File: config.mk
export PLATFORM = sky130hd
export DESIGN_NAME = rf_wb_arbiter
export DESIGN_NICKNAME = d
export VERILOG_FILES = /design/src/rtl/rf_wb_arbiter_pkg.sv /design/src/rtl/wb_kill_fifo.sv /design/src/rtl/rf_wb_arbiter.sv
export SDC_FILE = /design/constraint.sdc
export NUM_CORES = 1
export LEC_CHECK = 0
export BUFFER_PORTS_ARGS = -buffer_cell sky130_fd_sc_hd__buf_4
export CAP_MARGIN = 20
export CORE_MARGIN = 2
export CORE_UTILIZATION = 55
export CTS_BUF_LIST = sky130_fd_sc_hd__clkbuf_4 sky130_fd_sc_hd__clkbuf_8
export DETAILED_ROUTE_END_ITERATION = 10
export GPL_ROUTABILITY_DRIVEN = 0
export GPL_TIMING_DRIVEN = 0
export PLACE_DENSITY_LB_ADDON = 0.25
export SETUP_SLACK_MARGIN = 0.3
export SYNTH_ARGS = -nofsm -noshare
export SYNTH_HDL_FRONTEND = slang
export SYNTH_SLANG_ARGS = --single-unit
export TNS_END_PERCENT = 1
File: constraint.sdc
create_clock -name clk -period 4.8 [get_ports clk]
set_input_delay 0.48 -clock clk [delete_from_list [all_inputs] [get_ports clk]]
set_output_delay 0.48 -clock clk [all_outputs]
set_load 0.005 [all_outputs]
File: src/rtl/rf_wb_arbiter_pkg.sv
// Shared widths, defaults and FSM encoding for the register-file writeback arbiter.
package rf_wb_arbiter_pkg;
    localparam int XLEN             = 32;
    localparam int RFIDX_WIDTH      = 5;
    localparam int RFREG_NUM        = 32;
    localparam int ARB_FIFO_DEPTH   = 2;
    localparam int ARB_STARVE_LIMIT = 4;

    typedef enum logic {
        ARB_NORMAL = 1'b0,
        ARB_STALL  = 1'b1
    } arb_state_e;
endpackage

File: src/rtl/wb_kill_fifo.sv
// Small FIFO for out-of-band writebacks; entries can be killed in place when a
// younger primary write targets the same register, and live entries form pend_mask.
module wb_kill_fifo
    import rf_wb_arbiter_pkg::*;
#(
    parameter int DW    = XLEN,
    parameter int IW    = RFIDX_WIDTH,
    parameter int NREG  = RFREG_NUM,
    parameter int DEPTH = ARB_FIFO_DEPTH
) (
    input  logic            clk,
    input  logic            rst,
    input  logic            push,
    input  logic [IW-1:0]   push_rd,
    input  logic [DW-1:0]   push_data,
    input  logic            pop,
    input  logic            kill_en,
    input  logic [IW-1:0]   kill_rd,
    output logic            ready,
    output logic            head_valid,
    output logic            head_kill,
    output logic [IW-1:0]   head_rd,
    output logic [DW-1:0]   head_data,
    output logic [NREG-1:0] pend_mask
);
    localparam int PW = $clog2(DEPTH);
    localparam int CW = PW + 1;

    logic [PW-1:0]   rd_ptr_reg, wr_ptr_reg;
    logic [CW-1:0]   count_reg;
    logic [DEPTH-1:0] valid_reg, valid_next;
    logic [DEPTH-1:0] kill_reg, kill_next;
    logic [IW-1:0]   rd_mem   [DEPTH];
    logic [DW-1:0]   data_mem [DEPTH];
    logic [NREG-1:0] entry_mask [DEPTH];
    logic            do_push, do_pop;

    // ready reflects the pre-pop count, so a same-cycle pop never frees a slot early
    assign ready      = (count_reg < CW'(DEPTH));
    assign head_valid = (count_reg != '0);
    assign do_push    = push && ready;
    assign do_pop     = pop && head_valid;
    assign head_kill  = kill_reg[rd_ptr_reg];
    assign head_rd    = rd_mem[rd_ptr_reg];
    assign head_data  = data_mem[rd_ptr_reg];

    always_ff @(posedge clk) begin
        if (do_push) begin
            rd_mem[wr_ptr_reg]   <= push_rd;
            data_mem[wr_ptr_reg] <= push_data;
        end
    end

    always_comb begin
        valid_next = valid_reg;
        kill_next  = kill_reg;
        for (int i = 0; i < DEPTH; i++) begin
            if (kill_en && valid_reg[i] && (rd_mem[i] == kill_rd))
                kill_next[i] = 1'b1;
            if (do_pop && (rd_ptr_reg == PW'(i)))
                valid_next[i] = 1'b0;
            // the pushed entry is younger than the primary write, so it is never killed by it
            if (do_push && (wr_ptr_reg == PW'(i))) begin
                valid_next[i] = 1'b1;
                kill_next[i]  = (push_rd == '0);
            end
        end
    end

    always_ff @(posedge clk or negedge rst) begin
        if (!rst) begin
            rd_ptr_reg <= '0;
            wr_ptr_reg <= '0;
            count_reg  <= '0;
            valid_reg  <= '0;
            kill_reg   <= '0;
        end else begin
            if (do_push) wr_ptr_reg <= wr_ptr_reg + PW'(1);
            if (do_pop)  rd_ptr_reg <= rd_ptr_reg + PW'(1);
            count_reg <= count_reg + CW'(do_push) - CW'(do_pop);
            valid_reg <= valid_next;
            kill_reg  <= kill_next;
        end
    end

    for (genvar gi = 0; gi < DEPTH; gi++) begin : g_entry
        assign entry_mask[gi] = (valid_reg[gi] && !kill_reg[gi]) ? (NREG'(1) << rd_mem[gi]) : '0;
    end

    always_comb begin
        pend_mask = '0;
        for (int i = 0; i < DEPTH; i++)
            pend_mask = pend_mask | entry_mask[i];
        pend_mask[0] = 1'b0;
    end
endmodule

File: src/rtl/rf_wb_arbiter.sv
// Arbitrates the single RF write port between the WB stage (priority) and the
// buffered long-latency unit, forcing a one-cycle pipeline stall on starvation.
module rf_wb_arbiter
    import rf_wb_arbiter_pkg::*;
#(
    parameter int XLEN_P       = XLEN,
    parameter int IDX_W        = RFIDX_WIDTH,
    parameter int REG_NUM      = RFREG_NUM,
    parameter int FIFO_DEPTH   = ARB_FIFO_DEPTH,
    parameter int STARVE_LIMIT = ARB_STARVE_LIMIT
) (
    input  logic               clk,
    input  logic               rst,
    input  logic               p_valid,
    input  logic [IDX_W-1:0]   p_rd,
    input  logic [XLEN_P-1:0]  p_data,
    output logic               p_stall,
    input  logic               s_valid,
    output logic               s_ready,
    input  logic [IDX_W-1:0]   s_rd,
    input  logic [XLEN_P-1:0]  s_data,
    output logic               rf_we,
    output logic [IDX_W-1:0]   rf_a3,
    output logic [XLEN_P-1:0]  rf_wd,
    output logic [REG_NUM-1:0] pend_mask
);
    localparam int SW = $clog2(STARVE_LIMIT) + 1;

    arb_state_e        state_reg;
    logic [SW-1:0]     starve_reg;
    logic              p_stall_reg, rf_we_reg;
    logic [IDX_W-1:0]  rf_a3_reg;
    logic [XLEN_P-1:0] rf_wd_reg;
    logic              head_valid, head_kill, head_live;
    logic [IDX_W-1:0]  head_rd;
    logic [XLEN_P-1:0] head_data;
    logic              p_grant, s_grant, pop;

    // in STALL the primary is masked, so the head wins whenever it is live
    assign p_grant   = (state_reg == ARB_NORMAL) && p_valid && (p_rd != '0);
    assign head_live = head_valid && !head_kill;
    assign s_grant   = head_live && !p_grant;
    assign pop       = s_grant || (head_valid && head_kill);

    wb_kill_fifo #(
        .DW(XLEN_P), .IW(IDX_W), .NREG(REG_NUM), .DEPTH(FIFO_DEPTH)
    ) u_fifo (
        .clk       (clk),
        .rst       (rst),
        .push      (s_valid),
        .push_rd   (s_rd),
        .push_data (s_data),
        .pop       (pop),
        .kill_en   (p_grant),
        .kill_rd   (p_rd),
        .ready     (s_ready),
        .head_valid(head_valid),
        .head_kill (head_kill),
        .head_rd   (head_rd),
        .head_data (head_data),
        .pend_mask (pend_mask)
    );

    always_ff @(posedge clk or negedge rst) begin
        if (!rst) begin
            state_reg   <= ARB_NORMAL;
            starve_reg  <= '0;
            p_stall_reg <= 1'b0;
            rf_we_reg   <= 1'b0;
            rf_a3_reg   <= '0;
            rf_wd_reg   <= '0;
        end else begin
            rf_we_reg <= p_grant || s_grant;
            if (p_grant) begin
                rf_a3_reg <= p_rd;
                rf_wd_reg <= p_data;
            end else if (s_grant) begin
                rf_a3_reg <= head_rd;
                rf_wd_reg <= head_data;
            end
            case (state_reg)
                ARB_NORMAL: begin
                    if (head_live && !s_grant) begin
                        if (starve_reg == SW'(STARVE_LIMIT - 1)) begin
                            state_reg   <= ARB_STALL;
                            p_stall_reg <= 1'b1;
                            starve_reg  <= '0;
                        end else begin
                            starve_reg <= starve_reg + SW'(1);
                        end
                    end else begin
                        starve_reg <= '0;
                    end
                end
                default: begin
                    state_reg   <= ARB_NORMAL;
                    p_stall_reg <= 1'b0;
                    starve_reg  <= '0;
                end
            endcase
        end
    end

    assign p_stall = p_stall_reg;
    assign rf_we   = rf_we_reg;
    assign rf_a3   = rf_a3_reg;
    assign rf_wd   = rf_wd_reg;
endmodule

==> run_results.csv, run 1 <==
group,metric,value,unit
cts,cts_tree,"yes",
setup_path,cp.required,4.32,ns
floorplan,num_rows,36,
sta,hold_ws,0.0835,ns
sta,setup_violations,0,
floorplan,die_w,105,um
cts,holdBufCountCts,0,
cts,clock-root-buffer,"clkbuf_8",
placement,dp.cells,707,
global_routing,grt_max_degree,52,
setup_path,critPathCaptureType,"output port",
floorplan,core_area,9860,um^2
synthesis,seq_area_frac_synth,0.620,
cts,post_cts_buffers,0,
sta,maxSlewViolCount,0,
sta,rsz0062_at_grt,"no",
finish,drive_gt1_frac,0.413,
drt,drt_pass1_iterations,5,
pwr,ir_worst_vdd,0.450,mV
setup_path,crit_fanout,8,
global_routing,grt_usage,0.246,
sta,clock_skew,0.0116,ns
cts,htreeDepth,4,
pwr,leakagePower,0.00311,uW
setup_path,start_kind,"register",
drt,drt_wl_total,13200,um
finish,n_fill_cell,673,
finish,nets,673,
floorplan,ios,150,
floorplan,dieHeight,105,um
global_routing,antenna_found_initial,0,
outcome,status,"finished, final reports clean",
finish,area_growth,31.6,%
sta,max_freq,0.391,GHz
global_routing,grt_pass1_vias,4260,
global_routing,grt_first_pass_wirelength,21100,um
job,max_cap_viol_count,0,
sta,hold_viol_final,0,
drt,dr_total_vias,4078,
pwr,power_density,558,nW/um^2
finish,fin_cells,739,
synthesis,yosys_warnings,0,
cts,clk_pin_slew,0.07,ns
sta,finalCriticalPeriod,2.56,ns
synthesis,yosysUniqueCellTypes,49,
synthesis,ys_ff_latch,125,
sta,min_period_over_period,0.532,
cts,cts_resized,0,
placement,dpl.hpwl,9390,um
cts,clockBufferDepth,2,
finish,largest_reg_flops,64,
drt,dr.first_iter.drc_count,324,
cts,clk_latency,0.43,ns
finish,diodes,0,
synthesis,syn_area,5650,um^2
worst_hold_path,holdCritPathClass,"input port to async pin",
drt,ant_nets,0,
synthesis,syn_area_per_cell,13.4,um^2
drt,wl_per_cell,17.8,um
placement,io_buffers,148,
sta,slew_headroom,0.371,
floorplan,start_util,0.572,
cts,clock_sinks,125,
drt,route.detailed.drc,0,
drt,avgViaCountPerCell,5.52,
cts,cts_made_buffers,17,
synthesis,synthCells,422,
setup_path,arrival,2.08,ns
pwr,power,4140,uW
floorplan,die_area,11100,um^2
sta,worst_pin_slew,0.942,ns
synthesis,synth_fp_nets,502,
setup_path,critical_path_class,"register to output port",
global_routing,grt-ovfl-total,0,
-- through the flow --
stage	setup slack, ns	setup TNS, ns	utilization	area [um^2]
2_1_floorplan	0.747	0	-	5650
3_3_place_gp	-1.41	-38.18	0.702	6920
3_5_place_dp	2.72	0	0.707	6980
4_1_cts	2.26	0	0.753	7430
5_1_grt	2.16	0	0.753	7430
6_report	2.24	0	0.753	7430
-- Yosys cell counts (all sizes together) --
master / instances / share of area
a211o: 1 / 0.0016
a211oi: 1 / 0.0013
a21bo: 1 / 0.0018
a21o: 4 / 0.0053
a21oi: 2 / 0.0024
and3: 1 / 0.0011
buf: 11 / 0.019
clkbuf: 18 / 0.012
conb: 1 / 0.00066
dfrtp: 51 / 0.23
edfxtp: 74 / 0.39
ha: 2 / 0.0044
inv: 4 / 0.0027
mux2: 38 / 0.076
mux2i: 37 / 0.066
nand2: 43 / 0.030
nand2b: 3 / 0.0033
nand3: 3 / 0.0027
nand3b: 6 / 0.0080
nand4: 2 / 0.0022
nand4b: 2 / 0.0031
nor2: 8 / 0.0082
nor2b: 2 / 0.0022
nor3: 1 / 0.00089
nor3b: 2 / 0.0035
nor4: 2 / 0.0060
nor4b: 2 / 0.0042
o21ai: 42 / 0.037
o221a: 1 / 0.0020
o221ai: 1 / 0.0016
o22ai: 32 / 0.035
or3: 4 / 0.0044
or3b: 6 / 0.0093
or4: 2 / 0.0027
xnor2: 9 / 0.014
xor2: 3 / 0.0047
-- area by class of cell --
class                      count  area, um^2  area share
tap                          133         166      0.0224
clock buffer                  22         290      0.0391
sequential                   125        3500       0.471
buffer                        29         178      0.0239
clock inverter                10         161      0.0217
timing repair buffer         152        1160       0.156
inverter                       4        15.0     0.00202
multi-input combinational    264        1960       0.264
-- layout by cell type (no fill, tap or decap), types with 2 or more instances in the layout --
master,netlist,routed
buf_4,1,149
edfxtp_1,74,74
dfrtp_1,51,51
nand2_1,42,42
mux2_2,37,37
mux2i_1,37,37
o21ai_1,36,36
o22ai_1,32,32
clkbuf_8,0,20
clkbuf_1,17,17
xnor2_1,9,9
nor2_1,7,7
nand3b_1,6,6
or3b_2,6,6
o21ai_0,6,6
buf_2,5,5
or3_1,4,4
buf_6,1,4
a21o_1,4,4
buf_8,3,4
bufinv_16,0,4
nand3_1,3,3
nand2b_1,3,3
inv_1,4,3
xor2_1,3,3
clkinvlp_4,0,3
nand4b_1,2,2
nor2b_1,2,2
nor3b_2,1,2
or4_1,2,2
nand4_1,2,2
ha_1,2,2
clkinv_2,0,2
clkbuf_4,0,2
-- per-layer routing --
layer	share of wire	vias up	GRT usage
met3	0.065	21	0.0717
met2	0.51	160	0.422
li1	-	1926	-
met5	0	-	0
met4	0.017	0	0.0924
met1	0.41	1971	0.295
-- critical path: stages (launching register included) --
cell      delay (ns)
dfrtp_1         0.43
nand2b_1        0.19
or3b_2          0.45
clkbuf_1        0.22
o22ai_1         0.23
buf_4           0.14
-- where the power goes --
part	internal [uW]	total [uW]	switching, uW	leakage, uW
registers	1450	1600	142	0.00131
logic	784	1530	746	0.00158
clock network	618	1020	398	0.000222
total	2860	4140	1290	0.00311
-- cell families after synthesis --
logic type / count (synthesis) / share of synthesized area
flip-flops: 125 / 0.620
AND/OR/NAND/NOR: 89 / 0.0918
AO/OA/AOI/OAI: 85 / 0.0887
multiplexers: 75 / 0.142
buffers and inverters: 33 / 0.0341
XOR/XNOR: 12 / 0.0186
adder cells (fa/ha/maj): 2 / 0.00443
other: 1 / 0.000664
-- path summary, 6_finish.rpt --
kind,cells after the start,end,start,slack (ns)
worst max register to register,6,u_fifo.count_reg[1],u_fifo.rd_ptr_reg,2.76
max in group asynchronous,1,rf_wd[4],rst,4.25
min in group clk,1,u_fifo.data_mem[1][16],s_data[16],0.23
worst min-delay path,1,rf_wd[16],rst,0.08
worst max-delay path,5,pend_mask[17],u_fifo.kill_reg[1],2.24
worst min register to register,1,starve_reg[0],starve_reg[0],0.47
(Power assumes the default switching activity.)
==> run 2: changes to the inputs <==
- ABC_AREA: unset -> 1
- clock period: 4.8 -> 2.65 ns (I/O delays scaled with it)
==> run 2 against run 1 <==
Synthesized cell count grew 45%; combinational power is 71% higher; clock skew is 0.0043 ns lower; power increased by 70%; clock-buffer cell count is 2 lower; die area grew 1.2%; utilization down 0.87 points; final cell count rose by 28%; global-route usage grew 2.2 points; non-clock buffer count grew 14; first-iteration DRC count is 13% higher; flip-flop and latch count unchanged; highest routed layer unchanged.
==> run_results.csv, run 2 <==
group,metric,value,unit
setup_path,path_cells,"buf_2 > inv_1 > nor3_1 > nand2_1 > o22ai_1 > buf_4",
drt,wl_per_cell,15.8,um
cts,cts_made_buffers,17,
floorplan,die_w,106,um
drt,avgViaCountPerCell,5.43,
floorplan,start_util,0.561,
global_routing,antenna_found_initial,0,
setup_path,crit_fanout,10,
finish,area_growth,32.6,%
synthesis,yosysUniqueCellTypes,26,
sta,rsz0062_at_grt,"no",
floorplan,ios,150,
cts,clk_pin_slew,0.07,ns
cts,clock_sinks,125,
synthesis,ys_top_cells_by_area,"edfxtp_1 (39%), dfrtp_1 (22%), nand2_1 (15%)",
setup_path,arrival,1.87,ns
cts,cts_resized,0,
finish,ff_latch_area,3500,um^2
drt,route.detailed.drc,0,
global_routing,grt-ovfl-total,0,
floorplan,core_area,10200,um^2
global_routing,grt_max_degree,52,
sta,slew_headroom,0.388,
finish,n_fill_cell,742,
sta,max_freq,0.469,GHz
synthesis,seq_area_frac_synth,0.612,
placement,place_ws,0.720,ns
synthesis,synthCells,614,
floorplan,num_rows,37,
setup_path,critPathCaptureType,"output port",
sta,finalCriticalPeriod,2.13,ns
cts,htreeDepth,4,
drt,dr_total_vias,5149,
synthesis,post-synth-top-count-cell,"nand2_1",
cts,post_cts_buffers,0,
floorplan,dieHeight,106,um
setup_path,critical_path_class,"register to output port",
pwr,leakagePower,0.00352,uW
pwr,power_density,928,nW/um^2
synthesis,syn_area,5720,um^2
finish,nets,881,
pwr,power,7030,uW
setup_path,cp.required,2.38,ns
finish,multi_input_area,1850,um^2
synthesis,yosys_warnings,0,
sta,min_period_over_period,0.805,
synthesis,ys_async_sr_fraction,0.408,
sta,clock_skew,0.00728,ns
cts,clock-root-buffer,"clkbuf_8",
synthesis,syn_area_per_cell,9.31,um^2
drt,drt_pass1_iterations,5,
setup_path,cp_slowest_cell,"edfxtp_1",
global_routing,grt_usage,0.268,
pwr,ir_worst_vdd,0.487,mV
placement,dpl.hpwl,10200,um
synthesis,synth_fp_nets,694,
synthesis,synth-edff-count,74,
cts,cts_tree,"yes",
drt,dr.first_iter.drc_count,367,
synthesis,synth_top_area_share,0.389,
setup_path,start_kind,"register",
drt,ant_nets,0,
cts,holdBufCountCts,7,
finish,layout_common_cells,"nand2_1 (235), buf_4 (152), nand3_1 (82)",
sta,hold_ws,0.0200,ns
global_routing,grt_pass1_vias,5024,
drt,drt_wl_total,15000,um
global_routing,grt_first_pass_wirelength,23400,um
sta,hold_viol_final,0,
outcome,status,"finished, final reports clean",
sta,worst_pin_slew,0.918,ns
setup_path,max_stage_delay,0.33,ns
synthesis,synth_area_leader_cell,"edfxtp_1",
floorplan,die_area,11200,um^2
sta,setup_violations,0,
cts,clk_latency,0.43,ns
finish,largest_reg_flops,64,
cts,clockBufferDepth,2,
sta,setup_slack,0.518,ns
job,max_cap_viol_count,0,
sta,maxSlewViolCount,0,
sta,setup_tns,0,ns
synthesis,ys_ff_latch,125,
finish,diodes,0,
finish,drive_gt1_frac,0.266,
worst_hold_path,holdCritPathClass,"input port to register",
finish,layout_commonest_cell,"nand2_1",
synthesis,synth_common_cells,"nand2_1 (235), nand3_1 (82), edfxtp_1 (74)",
synthesis,synthFlopType,"edfxtp_1",
placement,io_buffers,148,
-- run 2: changes by cell type after synthesis, moves of 10 or more --
cell / delta
nand2_1: +193
mux2_2: -37
clkbuf_1: -13
mux2i_1: -37
o21ai_1: -36
o21ai_0: +10
nand3_1: +79
nor3_1: +13
inv_1: +43
-- run 2: layout make-up --
cell class	instances	share of cell area
Buffer	27	0.0226
Timing Repair Buffer	168	0.175
Sequential cell	125	0.461
Multi-Input combinational cell	411	0.245
Clock inverter	11	0.0127
Clock buffer	20	0.0347
Inverter	51	0.0262
Tap cell	136	0.0224
-- run 2: logic make-up after synthesis --
logic type | after synthesis | share of synthesized area
buffers and inverters | 78 | 0.0648
AOI/OAI and AO/OA | 48 | 0.0493
xor gates and xnor gates | 3 | 0.00460
and+or+nand+nor | 357 | 0.264
adders and majority gates | 2 | 0.00438
other | 1 | 0.000656
DFF | 125 | 0.612
-- run 2: worst paths after layout --
check | depth (start not counted) | to | start | slack, ns
setup / recovery | 6 | pend_mask[12] | u_fifo.rd_mem[1][2] | 0.52
hold / removal | 1 | u_fifo.data_mem[1][9] | s_data[9] | 0.02
setup reg to reg | 5 | u_fifo.data_mem[1][15] | u_fifo.count_reg[1] | 0.68
hold reg to reg | 1 | starve_reg[0] | starve_reg[0] | 0.46
max in group asynchronous | 2 | rf_wd[13] | rst | 1.77
min in group asynchronous | 2 | rf_a3[3] | rst | 0.42
-- run 2: routing by layer --
layer | GRT usage | part of all wire
met1 | 0.326 | 0.39
met2 | 0.470 | 0.51
met3 | 0.0687 | 0.079
met4 | 0.0836 | 0.017
met5 | 0 | 0
-- run 2: worst max-delay path, delay by kind of cell, from the launching register on --
kind	cells	cell delay (ns)
compound gates	1	0.19
buf+inv	3	0.52
flops	1	0.33
simple gates	2	0.40
-- run 2: power breakdown --
part	switching (uW)	total, uW	internal [uW]
sequential	258	2920	2660
combinational	1580	2610	1030
clock	729	1500	773
-- run 2: metrics by stage --
| stage | cells | instance area, um^2 | utilization |
|---|---|---|---|
| final | 949 | 7580 | 0.744 |
| after global placement | 898 | 7000 | 0.687 |
| after CTS | 937 | 7460 | 0.733 |
| after floorplan | 614 | 5720 | - |
| after detailed placement | 899 | 7030 | 0.690 |
| after global routing | 949 | 7580 | 0.744 |
==> run 3: changes to the inputs <==
- CORE_UTILIZATION: 55 -> 49
- clock period: 2.65 -> 1.7 ns (I/O delays scaled with it)
==> run 3 against run 2 <==
The flow now finishes with violations (setup timing); critical path type unchanged; register-to-register slack got worse by 0.73 ns; largest power group is now combinational cells; utilization increased by 5.1 points; via count increased by 9.3%; critical endpoint is now pend_mask[28].
==> run_results.csv, run 3 (synthesis results as in run 2) <==
group,metric,value,unit
setup_path,cp_top_family,"flip-flops",
sta,setup_violations,51,
finish,diodes,0,
finish,fin_util,0.795,
global_routing,met1_usage,0.336,
global_routing,grt_max_degree,52,
placement,dpl.hpwl,10300,um
global_routing,use_met2,0.478,
drt,drt_wl_total,18400,um
job,max_cap_viol_count,0,
setup_path,start_kind,"register",
drt,wl_per_cell,17.9,um
cts,clk_latency,0.43,ns
global_routing,grt_usage,0.278,
finish,area_growth,58.8,%
pwr,ir_worst_vdd,0.869,mV
floorplan,start_util,0.501,
sta,hold_viol_final,0,
sta,maxSlewViolCount,0,
global_routing,antenna_found_initial,0,
placement,place_area,7050,um^2
cts,htreeDepth,4,
floorplan,ios,150,
placement,io_buffers,148,
finish,final_cell_area,9080,um^2
finish,drive_gt1_frac,0.401,
pwr,leakagePower,0.00430,uW
setup_path,cp_slowest_cell,"edfxtp_1",
drt,drt_pass1_iterations,5,
sta,max_freq,0.533,GHz
drt,avgViaCountPerCell,5.48,
sta,min_period_over_period,1.10,
global_routing,grt-ovfl-total,0,
drt,dr.first_iter.drc_count,493,
worst_hold_path,holdCritPathClass,"input port to register",
finish,n_fill_cell,680,
finish,nets,950,
setup_path,critPathCaptureType,"output port",
floorplan,num_rows,39,
drt,ant_nets,0,
cts,clock-root-buffer,"clkbuf_8",
floorplan,dieHeight,112,um
setup_path,critPathBufInv,2,
setup_path,critical_path_class,"register to output port",
finish,largest_reg_flops,64,
pwr,power,12800,uW
cts,clockBufferDepth,2,
cts,cts_tree,"yes",
sta,rsz0062_at_grt,"yes",
finish,layout_commonest_cell,"nand2_1",
sta,slew_headroom,0.525,
placement,place_ws,-0.300,ns
drt,route.detailed.drc,0,
global_routing,met3_usage,0.0719,
setup_path,crit_fanout,4,
cts,clock_sinks,125,
setup_path,cp.required,1.53,ns
setup_path,arrival,1.71,ns
outcome,violations,"setup timing",
sta,finalCriticalPeriod,1.88,ns
sta,hold_ws,0.0445,ns
cts,cts_made_buffers,17,
floorplan,core_area,11400,um^2
floorplan,die_area,12500,um^2
setup_path,path_cells,"buf_6 > nor3_4 > nand2_1 > o22ai_1 > buf_4",
floorplan,die_w,112,um
sta,clock_skew,0.0109,ns
pwr,power_density,1410,nW/um^2
global_routing,grt_pass1_vias,5727,
global_routing,busiest_layer,"met2",
global_routing,grt_first_pass_wirelength,27500,um
setup_path,max_stage_delay,0.51,ns
sta,worst_pin_slew,0.712,ns
outcome,status,"finished, violations left",
finish,layout_common_cells,"nand2_1 (196), buf_4 (165), edfxtp_1 (74)",
drt,dr_total_vias,5627,
sta,setup_slack,-0.176,ns
cts,clk_pin_slew,0.07,ns
## run 3: power by group
group / leakage (uW) / internal, uW / switching, uW
Combinational: 0.00278 / 2240 / 3160
Clock: 0.000205 / 1470 / 1140
Sequential: 0.00131 / 4150 / 603
## run 3: timing repair
| action | 4_1_cts | 5_1_grt |
|---|---|---|
| setup endpoints to repair | 143 | 147 |
| buffers inserted | 15 | 2 |
| resized for setup | 88 | 116 |
| pin swaps | 27 | 11 |
| endpoints found under the hold margin | 157 | 0 |
| hold buffers | 70 | 0 |
| cloned | 1 | 0 |
## run 3: final cells by class
| type | instances | area, um^2 | share of cell area |
|---|---|---|---|
| flip-flops and latches | 125 | 3500 | 0.385 |
| multi-input cells | 411 | 2530 | 0.279 |
| repair buffers | 236 | 1980 | 0.218 |
| clock buffers | 25 | 307 | 0.0338 |
| plain buffers | 27 | 250 | 0.0276 |
| inverters | 51 | 231 | 0.0255 |
| well taps | 143 | 179 | 0.0197 |
| clock inverters | 7 | 90.1 | 0.00992 |
| repair inverters | 1 | 7.51 | 0.000827 |
## run 3: worst register-to-register path, delay by kind of cell (launching register included)
family,cells,cell delay [ns]
and+or+nand+nor,3,0.68
AOI/OAI and AO/OA,1,0.10
buffers and inverters,4,0.48
DFF,1,0.42
## run 3: path summary, 6_finish.rpt
path | cells past startpoint | from | slack (ns) | to
setup / recovery | 5 | u_fifo.rd_mem[0][1] | -0.18 | pend_mask[28]
hold / removal | 4 | s_valid | 0.04 | u_fifo.wr_ptr_reg
setup reg to reg | 8 | u_fifo.count_reg[1] | -0.05 | u_fifo.kill_reg[0]
hold reg to reg | 1 | starve_reg[0] | 0.46 | starve_reg[0]
max in group asynchronous | 2 | rst | 0.88 | rf_wd[17]
min in group asynchronous | 2 | rst | 0.32 | rf_a3[4]
## run 3: metrics by stage
step | setup TNS, ns | cells
floorplan | 0 | 614
global placement | -18.89 | 905
detailed placement | -11.64 | 906
CTS | -2.41 | 1024
global route | -7.33 | 1026
finish | -3.82 | 1026
## run 3: routing by layer
metal  up-vias  wire [um]
met5         -          0
met1      2678       6830
met4         0        549
li1       2563          -
met2       319       9660
met3        67       1310
